## src/rtl/scale_reg_pkg.sv

```systemverilog
// Shared types and default sizes for the scale_reg block.
package scale_reg_pkg;

  localparam int unsigned DefW   = 8;
  localparam int unsigned DefShw = 4;

  typedef enum logic [1:0] {StIdle, StShift, StDone} state_e;

  typedef enum logic [1:0] {ModeAsr, ModeShl, ModeZero} mode_e;

endpackage

```

## src/rtl/scale_reg_shifter.sv

```systemverilog
// Accumulator with 1-bit ASR/SHL step, sticky SHL overflow and optional saturation.
// Saturation on SHL overflow is enabled by defining SCALE_REG_SAT_EN.
module scale_reg_shifter
  import scale_reg_pkg::*;
#(
  parameter int unsigned W = DefW
) (
  input  logic           clk,
  input  logic           clr_n,
  input  logic           clr,
  input  logic           load,
  input  logic           step,
  input  logic [W-1:0]   a,
  input  logic [W-1:0]   b,
  output logic [2*W-1:0] result,
  output logic           ovf
);

  localparam int unsigned AW = 2 * W;

  logic [AW-1:0] acc_q, acc_d;
  mode_e         mode_q, mode_d;
  logic          ovf_q, ovf_d;

  always_comb begin
    acc_d  = acc_q;
    mode_d = mode_q;
    ovf_d  = ovf_q;
    if (clr) begin
      acc_d  = '0;
      mode_d = ModeZero;
      ovf_d  = 1'b0;
    end else if (load) begin
      ovf_d = 1'b0;
      if (a[W-1]) begin
        mode_d = ModeAsr;
        acc_d  = {{W{a[W-1]}}, a};
      end else if (a != '0) begin
        mode_d = ModeShl;
        acc_d  = {{W{1'b0}}, b};
      end else begin
        mode_d = ModeZero;
        acc_d  = '0;
      end
    end else if (step) begin
      case (mode_q)
        ModeAsr: acc_d = {acc_q[AW-1], acc_q[AW-1:1]};
        ModeShl: begin
          acc_d = {acc_q[AW-2:0], 1'b0};
          // Any 1 leaving the top bit marks the result as overflowed.
          ovf_d = ovf_q | acc_q[AW-1];
        end
        default: ;
      endcase
    end
  end

  always_ff @(posedge clk or negedge clr_n) begin
    if (!clr_n) begin
      acc_q  <= '0;
      mode_q <= ModeZero;
      ovf_q  <= 1'b0;
    end else begin
      acc_q  <= acc_d;
      mode_q <= mode_d;
      ovf_q  <= ovf_d;
    end
  end

  assign ovf = ovf_q;

`ifdef SCALE_REG_SAT_EN
  assign result = ovf_q ? {AW{1'b1}} : acc_q;
`else
  assign result = acc_q;
`endif

endmodule

```

## src/rtl/scale_reg.sv

```systemverilog
// Sign-selected scale/shift unit: FSM, shift counter and result register.
// Build option SCALE_REG_SAT_EN saturates SHL overflow (handled in scale_reg_shifter).
module scale_reg
  import scale_reg_pkg::*;
#(
  parameter int unsigned W   = DefW,
  parameter int unsigned SHW = DefShw
) (
  input  logic           clk,
  input  logic           clr_n,
  input  logic           clr,
  input  logic           start,
  input  logic [W-1:0]   a,
  input  logic [W-1:0]   b,
  input  logic [SHW-1:0] k,
  input  logic           ld,
  input  logic [2*W-1:0] din,
  output logic           busy,
  output logic           done,
  output logic           ovf,
  output logic [2*W-1:0] outC
);

  state_e         state_q, state_d;
  logic [SHW-1:0] count_q, count_d;
  logic [2*W-1:0] outc_q, outc_d;
  logic           ovf_q, ovf_d;
  logic           done_q, done_d;
  logic           load, step;
  logic [2*W-1:0] sh_result;
  logic           sh_ovf;

  scale_reg_shifter #(
    .W (W)
  ) u_shifter (
    .clk    (clk),
    .clr_n  (clr_n),
    .clr    (clr),
    .load   (load),
    .step   (step),
    .a      (a),
    .b      (b),
    .result (sh_result),
    .ovf    (sh_ovf)
  );

  always_comb begin
    state_d = state_q;
    count_d = count_q;
    outc_d  = outc_q;
    ovf_d   = ovf_q;
    done_d  = 1'b0;
    load    = 1'b0;
    step    = 1'b0;
    if (clr) begin
      state_d = StIdle;
      count_d = '0;
      outc_d  = '0;
      ovf_d   = 1'b0;
    end else begin
      case (state_q)
        StIdle: begin
          // start takes precedence over a direct load in the same cycle.
          if (start) begin
            load    = 1'b1;
            count_d = k;
            state_d = ((a != '0) && (k != '0)) ? StShift : StDone;
          end else if (ld) begin
            outc_d = din;
          end
        end
        StShift: begin
          step    = 1'b1;
          count_d = count_q - 1'b1;
          if (count_q == SHW'(1)) state_d = StDone;
        end
        StDone: begin
          outc_d  = sh_result;
          ovf_d   = sh_ovf;
          done_d  = 1'b1;
          state_d = StIdle;
        end
        default: state_d = StIdle;
      endcase
    end
  end

  always_ff @(posedge clk or negedge clr_n) begin
    if (!clr_n) begin
      state_q <= StIdle;
      count_q <= '0;
      outc_q  <= '0;
      ovf_q   <= 1'b0;
      done_q  <= 1'b0;
    end else begin
      state_q <= state_d;
      count_q <= count_d;
      outc_q  <= outc_d;
      ovf_q   <= ovf_d;
      done_q  <= done_d;
    end
  end

  assign busy = (state_q != StIdle);
  assign done = done_q;
  assign ovf  = ovf_q;
  assign outC = outc_q;

endmodule

```

## config.mk

```make
export PLATFORM = sky130hd
export DESIGN_NAME = scale_reg
export DESIGN_NICKNAME = d
export VERILOG_FILES = /design/src/rtl/scale_reg_pkg.sv /design/src/rtl/scale_reg_shifter.sv /design/src/rtl/scale_reg.sv
export SDC_FILE = /design/constraint.sdc
export NUM_CORES = 1
export LEC_CHECK = 0
export CORE_UTILIZATION = 40
export CTS_CLUSTER_DIAMETER = 60
export DETAILED_ROUTE_END_ITERATION = 10
export PLACE_DENSITY = 0.75
export SLEW_MARGIN = 0
export SYNTH_ARGS = -nofsm -noshare
export SYNTH_HDL_FRONTEND = slang
export SYNTH_SLANG_ARGS = --single-unit
```

## constraint.sdc

```tcl
create_clock -name clk -period 2.6 [get_ports clk]
set_input_delay 0.52 -clock clk [delete_from_list [all_inputs] [get_ports clk]]
set_output_delay 0.52 -clock clk [all_outputs]
set_load 0.05 [all_outputs]
```

==> results.ini, run 1 <==
[timing]
hold_violations = 0
worst_slew_pin_slew_ps = 1237
fin_crit_ps = 2318
rsz0062_at_grt = false
tns_ps = 0
period_share_pct = 89.14
fmax_mhz = 431.5
slew_headroom_pct = 17.38
whs_ps = 262.2
setup_viol = 0
final-max-slew-violation-count = 0
finClkSkew_ps = 5.308

[global_route]
grt_util_all_layers_pct = 20.26
grt_pass1_wl_microns = 9701
grt_max_degree = 33
grt_busiest_layer = met2
met1_usage_pct = 28.93
grt-ovfl-total = 0
met2_usage_pct = 31.05
grt_antenna_before_repair = 0
gr-usage-met3_pct = 3.372
grt_pass1_vias = 1969

[cells_and_area]
postLayoutCoreUtil_pct = 56.05
finish.instance_area_sq_um = 3105
drive_gt1_share_pct = 11.00
diodes = 0
num-nets-final = 342
syn_to_final_growth_pct = 33.66

[placement]
gp_congestion = 0.8119
placed_area_sq_um = 2973
numPortBuffers = 59
dp_hpwl_microns = 4144

[setup_path]
path_class = flop to output port
cp_max_fo = 13
critPathRequiredTime_ps = 2080
start_kind = flop
crit_path_end_kind = output port
cp_data_arrival_time_ps = 1800
reg2reg_from = state_q[0]
critPathLaunch = state_q[0]

[floorplan]
num_rows = 27
ios = 60
die_w_microns = 78.22
coreArea_sq_um = 5540
dieArea_sq_um = 6118
die_h_microns = 78.22
initial_core_util_pct = 41.94

[run]
max_cap_violations = 0

[synth]
synth_common_cells = 42 x dfrtp_1, 32 x o21ai_0, 29 x nand2_1, 17 x a22oi_1, 13 x nor2_1
netlist_instances = 241
syn_area_sq_um = 2323
synth.largest_area_cell = dfrtp_1
synth-seq-cells = 43
yosys_warnings = 0
syn-mean-instance-area_sq_um = 9.641
synth_nets = 284
async_reset_ff_share_pct = 100.0
ys.flop_type = dfrtp_1
synth.top_cell.area_share_pct = 45.23
synthTopCellsByArea = dfrtp_1 45%, o21ai_0 6.9%, a22oi_1 5.5%, nand2_1 4.7%, mux2_2 4.4%
synth-edff-count = 0
synthDistinctLibCells = 45
yosysMostFrequentCell = dfrtp_1
ys_seq_area_share_pct = 46.37

[drt]
drc = 0
final_antenna_net_count = 0
vias = 2065
routed_wl_microns = 5635
drtPass1Iterations = 4
drt_iter0_drc = 129
vias_per_cell = 5.551
wl_per_cell_microns = 15.15

[clock_tree]
clock_latency_ps = 300
root_buffer = clkbuf_8
ctsHoldBuffers = 0
cts_sinks = 43
cts.clk_slew.worst_paths_ps = 80
clk_path_buf_depth = 2
cts_resized = 0
cts_setup_buffers = 0
tritoncts = built
h-tree-depth = 2
numCtsBuffers = 5

[power_and_ir_drop]
peakVddDrop_v = 0.0003764
power.density_nw_per_um2 = 688.8
total_power_uw = 2139
power_leakage_uw = 0.001280

[status]
status = completed

[worst_hold_path]
min_path_type = input port to async pin

worst max-delay path: stages, from the launching register on:
cell and delay [ps]:
dfrtp_1 540, nor2_1 100, inv_1 70, clkdlybuf4s50_1 790
metrics by stage:
step	instances	setup slack, ps
CTS	372	267.2
finish	372	282.3
global route	372	11.33
global placement	364	62.07
floorplan	241	684.1
detailed placement	364	-39.53
cells in the final DEF (no fill, tap or decap), types with 3 or more instances in the layout:
cell type	n
clkdlybuf4s50_1	58
dfrtp_1	42
o21ai_0	32
nand2_1	29
a22oi_1	17
nor2_1	13
mux2i_1	10
mux2_2	9
buf_4	9
a21oi_1	8
nor3_1	6
inv_1	5
clkbuf_8	5
nor2b_1	4
nand2b_1	4
nor3b_1	4
a22o_1	3
a32o_1	3
power by group:
group | internal (uW) | switching, uW | leakage, uW
clock network | 384 | 231 | 0.0000654
logic | 276 | 380 | 0.000651
registers | 770 | 98.3 | 0.000564
total | 1430 | 710 | 0.00128
final timing paths:
kind                              end  slack, ps  depth (start not counted)
min                        count_q[0]        260                          1
max                              busy        280                          3
min reg2reg                   outC[3]        480                          2
min in group clk              outC[3]        480                          2
max in group asynchronous     outC[9]       1730                          2
max reg2reg                  outC[13]        310                          4
layout make-up:
| class | instances | area [sq um] |
|---|---|---|
| multi-input combinational | 176 | 1134 |
| timing repair buffer | 68 | 653.1 |
| fill | 500 | 2435 |
| tap | 72 | 90.09 |
| clock inverter | 2 | 60.06 |
| clock buffer | 6 | 72.57 |
| sequential | 43 | 1077 |
| inverter | 5 | 18.77 |
cell families (layout without fill, tap and decap cells):
| family | after synthesis | count (layout) | synth area share [%] |
|---|---|---|---|
| DFF | 43 | 43 | 46.37 |
| buffers and inverters | 22 | 81 | 4.847 |
| AOI/OAI and AO/OA | 84 | 84 | 23.96 |
| and+or+nand+nor | 71 | 71 | 15.08 |
| adders and majority gates | 2 | 2 | 1.077 |
| muxes | 19 | 19 | 8.670 |
routing by layer:
layer	share of wire [%]	wire, microns	vias up
met1	47	2646	992
li1	-	-	1001
met5	0	0	-
met2	47	2641	61
met4	1.5	82	0
met3	4.7	265	11
registers in the layout (all words and copies together) (netlist names):
name	flops
count_q	4
state_q	2
u_shifter.ovf	1
outC	16
ovf	1
u_shifter.result	16
u_shifter.mode_q	2
done	1
Power figures use the tool's default switching activity.
==> run 2, diff against run 1 <==
Settings changed: CAP_MARGIN set to 10, GPL_ROUTABILITY_DRIVEN set to 0.
==> run 2 against run 1 <==
  * Non-clock buffer count up 1
  * Register-to-register slack better by 240 ps
  * Via count is 0.15% higher
  * Cell count up 0.27%
  * Wire length shrank 0.21%
  * Combinational power is essentially flat
  * First-iteration DRC count down 8.5%
  * Critical path type unchanged
  * Critical endpoint unchanged
==> results.ini, run 2 (synthesized netlist as in run 1, its figures left out) <==
[status]
status = completed  ; unchanged

[global_route]
grt-ovfl-total = 0  ; unchanged
grt_max_degree = 33  ; unchanged
grt_antenna_before_repair = 0  ; unchanged
grt_pass1_vias = 1969  ; unchanged
grt_util_all_layers_pct = 20.26  ; unchanged
grt_pass1_wl_microns = 9701  ; unchanged

[floorplan]
die_h_microns = 78.22  ; unchanged
die_w_microns = 78.22  ; unchanged
dieArea_sq_um = 6118  ; unchanged
initial_core_util_pct = 41.94  ; unchanged
num_rows = 27  ; unchanged
ios = 60  ; unchanged
coreArea_sq_um = 5540  ; unchanged

[power_and_ir_drop]
power_leakage_uw = 0.001285  ; was 0.001280 uW
power.density_nw_per_um2 = 685.4  ; was 688.8 nW/um^2
peakVddDrop_v = 0.0003726  ; was 0.0003764 V

[clock_tree]
cts_setup_buffers = 0  ; unchanged
cts_sinks = 43  ; unchanged
tritoncts = built  ; unchanged
ctsHoldBuffers = 0  ; unchanged
root_buffer = clkbuf_8  ; unchanged
cts.clk_slew.worst_paths_ps = 80  ; about the same
clock_latency_ps = 300  ; about the same
clk_path_buf_depth = 2  ; unchanged
h-tree-depth = 2  ; unchanged
cts_resized = 0  ; unchanged
numCtsBuffers = 5  ; unchanged

[cells_and_area]
num-nets-final = 343  ; was 342
mostFrequentLayoutCells = 58 x clkdlybuf4s50_1, 42 x dfrtp_1, 32 x o21ai_0  ; unchanged
layoutNonFillerInstCount = 373  ; was 372
multi_input_area_sq_um = 1134  ; unchanged
regArea_sq_um = 1077  ; unchanged
mostFrequentLayoutCell = clkdlybuf4s50_1  ; unchanged
drive_gt1_share_pct = 11.30  ; was 11.00%
diodes = 0  ; unchanged
fillCellCount = 498  ; was 500
syn_to_final_growth_pct = 33.98  ; was 33.66%
postLayoutCoreUtil_pct = 56.19  ; was 56.05%

[drt]
final_antenna_net_count = 0  ; unchanged
vias = 2068  ; was 2065
routed_wl_microns = 5623  ; was 5635 microns
drtPass1Iterations = 4  ; unchanged
drt_iter0_drc = 118  ; was 129
wl_per_cell_microns = 15.08  ; was 15.15 microns
vias_per_cell = 5.544  ; was 5.551
drc = 0  ; unchanged

[setup_path]
path_class = flop to output port  ; unchanged
slowest_stage = clkdlybuf4s50_1  ; unchanged
r2r_end = outC[4]  ; was outC[13]
reg2reg_from = state_q[0]  ; unchanged
start_kind = flop  ; unchanged
crit_path_cell_trace = nor2_1, inv_1, clkdlybuf4s50_1  ; unchanged
r2r_slack_ps = 550  ; was 310 ps
cpPeakStageDelay_ps = 790  ; about the same
critPathRequiredTime_ps = 2080  ; about the same
reg2reg_depth = 5  ; was 4
cp_data_arrival_time_ps = 1790  ; was 1800 ps
cp_max_fo = 13  ; unchanged
crit_path_end_kind = output port  ; unchanged

[timing]
hold_violations = 0  ; unchanged
setup_viol = 0  ; unchanged
fmax_mhz = 432.2  ; was 431.5 MHz
finClkSkew_ps = 5.058  ; was 5.308 ps
final-max-slew-violation-count = 0  ; unchanged
rsz0062_at_grt = false  ; unchanged
fin_ws_ps = 286.0  ; was 282.3 ps
period_share_pct = 89.00  ; was 89.14%
slew_headroom_pct = 26.74  ; was 17.38%
worst_slew_pin_slew_ps = 1095  ; was 1237 ps
fin_crit_ps = 2314  ; was 2318 ps
tns_ps = 0  ; unchanged

[placement]
numPortBuffers = 59  ; unchanged
dpl_worst_slack_ps = -39.53  ; unchanged
dp_hpwl_microns = 4144  ; unchanged
dp.cells = 364  ; unchanged

[worst_hold_path]
min_path_type = input port to async pin  ; unchanged

[run]
max_cap_violations = 0  ; unchanged

-- run 2: worst max path at each step --
stage,startpoint,end,slack [ps],cells past startpoint
2_1_floorplan,clr,u_shifter.result[7],680,5
3_3_place_gp,clr,outC[2],60,4
3_5_place_dp,clr,outC[13],-40,4
4_1_cts,clr,outC[13],270,4
5_1_grt,state_q[0],busy,220,3
6_report,state_q[0],busy,290,3
-- run 2: stage by stage --
step / total power (uW) / instance area, sq um / hold slack [ps]
6_report: 2134 / 3113 / 261.6
5_1_grt: 2252 / 3113 / 322.0
4_1_cts: 2146 / 3105 / 302.7
3_5_place_dp: 1534 / 2973 / 470.0
3_3_place_gp: 1520 / 2973 / 462.0
2_1_floorplan: 1290 / 2323 / 224.4
-- run 2: cell type report --
cell class | count | share of cell area [%]
Clock buffer | 6 | 2.331
Clock inverter | 2 | 1.929
Inverter | 5 | 0.6029
Multi-Input combinational cell | 176 | 36.41
Sequential cell | 43 | 34.61
Tap cell | 72 | 2.894
Timing Repair Buffer | 69 | 21.22
-- run 2: critical path: cells and delay by family, from the launching register on --
kind / cells / cell delay (ps)
flip-flops: 1 / 540
AND/OR/NAND/NOR: 1 / 100
buffers and inverters: 2 / 860
-- run 2: power by group --
| group | switching (uW) | total (uW) | internal (uW) |
|---|---|---|---|
| Sequential | 97.3 | 867 | 770 |
| Clock | 227 | 611 | 384 |
| Combinational | 379 | 655 | 276 |
-- run 2: metal layers --
layer	up-vias	wire length (microns)	part of all wire [%]	GRT usage [%]
li1	1007	-	-	-
met3	12	267	4.7	3.372
met5	-	0	0	0
met4	0	89	1.6	6.852
met2	57	2709	48	31.05
met1	992	2558	45	28.93
==> run 3, diff against run 2 <==
Settings changed: CTS_BUF_LIST set to sky130_fd_sc_hd__clkbuf_8.
==> run 3 against run 2 <==
  * Cell area unchanged
  * Sequential power hardly changed
  * Sequential cell count is the same
  * Critical path depth stayed put
  * Die area stayed put
  * Clock power shrank 0.7%
  * Core utilization stayed put
  * Largest power group unchanged
==> results.ini, run 3 (synthesized netlist as in run 1, its figures left out) <==
[cells_and_area]
syn_to_final_growth_pct = 33.98  ; unchanged
finish.instance_area_sq_um = 3113  ; unchanged
mostFrequentLayoutCells = 58 x clkdlybuf4s50_1, 42 x dfrtp_1, 32 x o21ai_0  ; unchanged
diodes = 0  ; unchanged
num-nets-final = 343  ; unchanged
mostFrequentLayoutCell = clkdlybuf4s50_1  ; unchanged
multi_input_area_sq_um = 1134  ; unchanged
regArea_sq_um = 1077  ; unchanged
drive_gt1_share_pct = 11.30  ; unchanged
fillCellCount = 498  ; unchanged

[global_route]
grt_max_degree = 33  ; unchanged
grt_pass1_wl_microns = 9701  ; unchanged
grt_antenna_before_repair = 0  ; unchanged
grt-ovfl-total = 0  ; unchanged
grt_util_all_layers_pct = 20.26  ; unchanged
grt_pass1_vias = 1969  ; unchanged

[drt]
drc = 0  ; unchanged
drt_iter0_drc = 120  ; was 118
final_antenna_net_count = 0  ; unchanged
drtPass1Iterations = 4  ; unchanged
wl_per_cell_microns = 15.09  ; was 15.08 microns
routed_wl_microns = 5630  ; was 5623 microns
vias = 2067  ; was 2068
vias_per_cell = 5.542  ; was 5.544

[worst_hold_path]
min_path_type = input port to async pin  ; unchanged

[setup_path]
cpPeakStageDelay_ps = 790  ; about the same
critPathRequiredTime_ps = 2080  ; about the same
start_kind = flop  ; unchanged
crit_path_end_kind = output port  ; unchanged
crit_path_cell_trace = nor2_1, inv_1, clkdlybuf4s50_1  ; unchanged
slowest_stage = clkdlybuf4s50_1  ; unchanged
path_class = flop to output port  ; unchanged
cp_max_fo = 13  ; unchanged
cp_data_arrival_time_ps = 1790  ; about the same

[clock_tree]
cts.clk_slew.worst_paths_ps = 80  ; about the same
cts_sinks = 43  ; unchanged
clk_path_buf_depth = 2  ; unchanged
cts_setup_buffers = 0  ; unchanged
clock_latency_ps = 300  ; about the same
ctsHoldBuffers = 0  ; unchanged
numCtsBuffers = 5  ; unchanged
tritoncts = built  ; unchanged
h-tree-depth = 2  ; unchanged
root_buffer = clkbuf_8  ; unchanged
cts_resized = 0  ; unchanged

[placement]
placed_area_sq_um = 2973  ; unchanged
dp_hpwl_microns = 4144  ; unchanged
numPortBuffers = 59  ; unchanged

[timing]
setup_viol = 0  ; unchanged
finClkSkew_ps = 5.779  ; was 5.058 ps
fmax_mhz = 432.3  ; was 432.2 MHz
fin_crit_ps = 2313  ; was 2314 ps
rsz0062_at_grt = false  ; unchanged
final-max-slew-violation-count = 0  ; unchanged
slew_headroom_pct = 27.33  ; was 26.74%
period_share_pct = 88.98  ; was 89.00%
whs_ps = 261.6  ; about the same
hold_violations = 0  ; unchanged
worst_slew_pin_slew_ps = 1086  ; was 1095 ps

[power_and_ir_drop]
power.density_nw_per_um2 = 684.4  ; was 685.4 nW/um^2
power_leakage_uw = 0.001289  ; was 0.001285 uW
peakVddDrop_v = 0.0003727  ; was 0.0003726 V

[floorplan]
dieArea_sq_um = 6118  ; unchanged
die_w_microns = 78.22  ; unchanged
die_h_microns = 78.22  ; unchanged
initial_core_util_pct = 41.94  ; unchanged
coreArea_sq_um = 5540  ; unchanged
num_rows = 27  ; unchanged
ios = 60  ; unchanged

[run]
max_cap_violations = 0  ; unchanged

[status]
status = completed  ; unchanged

[run 3: power breakdown]
part           switching, uW  internal, uW
clock                    227           380
combinational            379           276
sequential              97.6           770
total                    704          1430
[run 3: area by class of cell]
| class | count | area share, % |
|---|---|---|
| Clock buffer | 5 | 2.211 |
| Sequential cell | 43 | 34.61 |
| Multi-Input combinational cell | 176 | 36.41 |
| Inverter | 5 | 0.6029 |
| Tap cell | 72 | 2.894 |
| Clock inverter | 3 | 2.050 |
| Timing Repair Buffer | 69 | 21.22 |
[run 3: critical path: cells and delay by family, from the launching register on]
kind / cells / cell delay (ps)
simple gates: 1 / 100
buf+inv: 2 / 860
flops: 1 / 540
[run 3: stage by stage]
| step | std cells | setup TNS, ps | util, % | total power [uW] | worst slack [ps] |
|---|---|---|---|---|---|
| 3_5_place_dp | 364 | -57.61 | 53.66 | 1534 | -39.53 |
| 2_1_floorplan | 241 | 0 | - | 1290 | 684.1 |
| 6_report | 373 | 0 | 56.19 | 2131 | 286.6 |
| 3_3_place_gp | 364 | 0 | 53.66 | 1520 | 62.07 |
| 5_1_grt | 373 | 0 | 56.19 | 2248 | 218.1 |
| 4_1_cts | 372 | 0 | 56.05 | 2143 | 267.6 |
[run 3: path summary, 6_finish.rpt]
check / slack, ps / endpoint / startpoint / depth (start not counted)
hold reg to reg: 480 / outC[7] / outC[7] / 2
setup reg to reg: 540 / outC[4] / state_q[0] / 5
setup / recovery: 290 / busy / state_q[0] / 3
max in group asynchronous: 1730 / outC[9] / clr_n / 2
hold / removal: 260 / count_q[0] / clr_n / 1
min in group clk: 480 / outC[7] / outC[7] / 2
[run 3: metal layers]
layer	GRT usage (%)	share of wire, %
met5	0	0
met4	6.852	1.6
met3	3.372	5.1
met2	31.05	48
met1	28.93	45
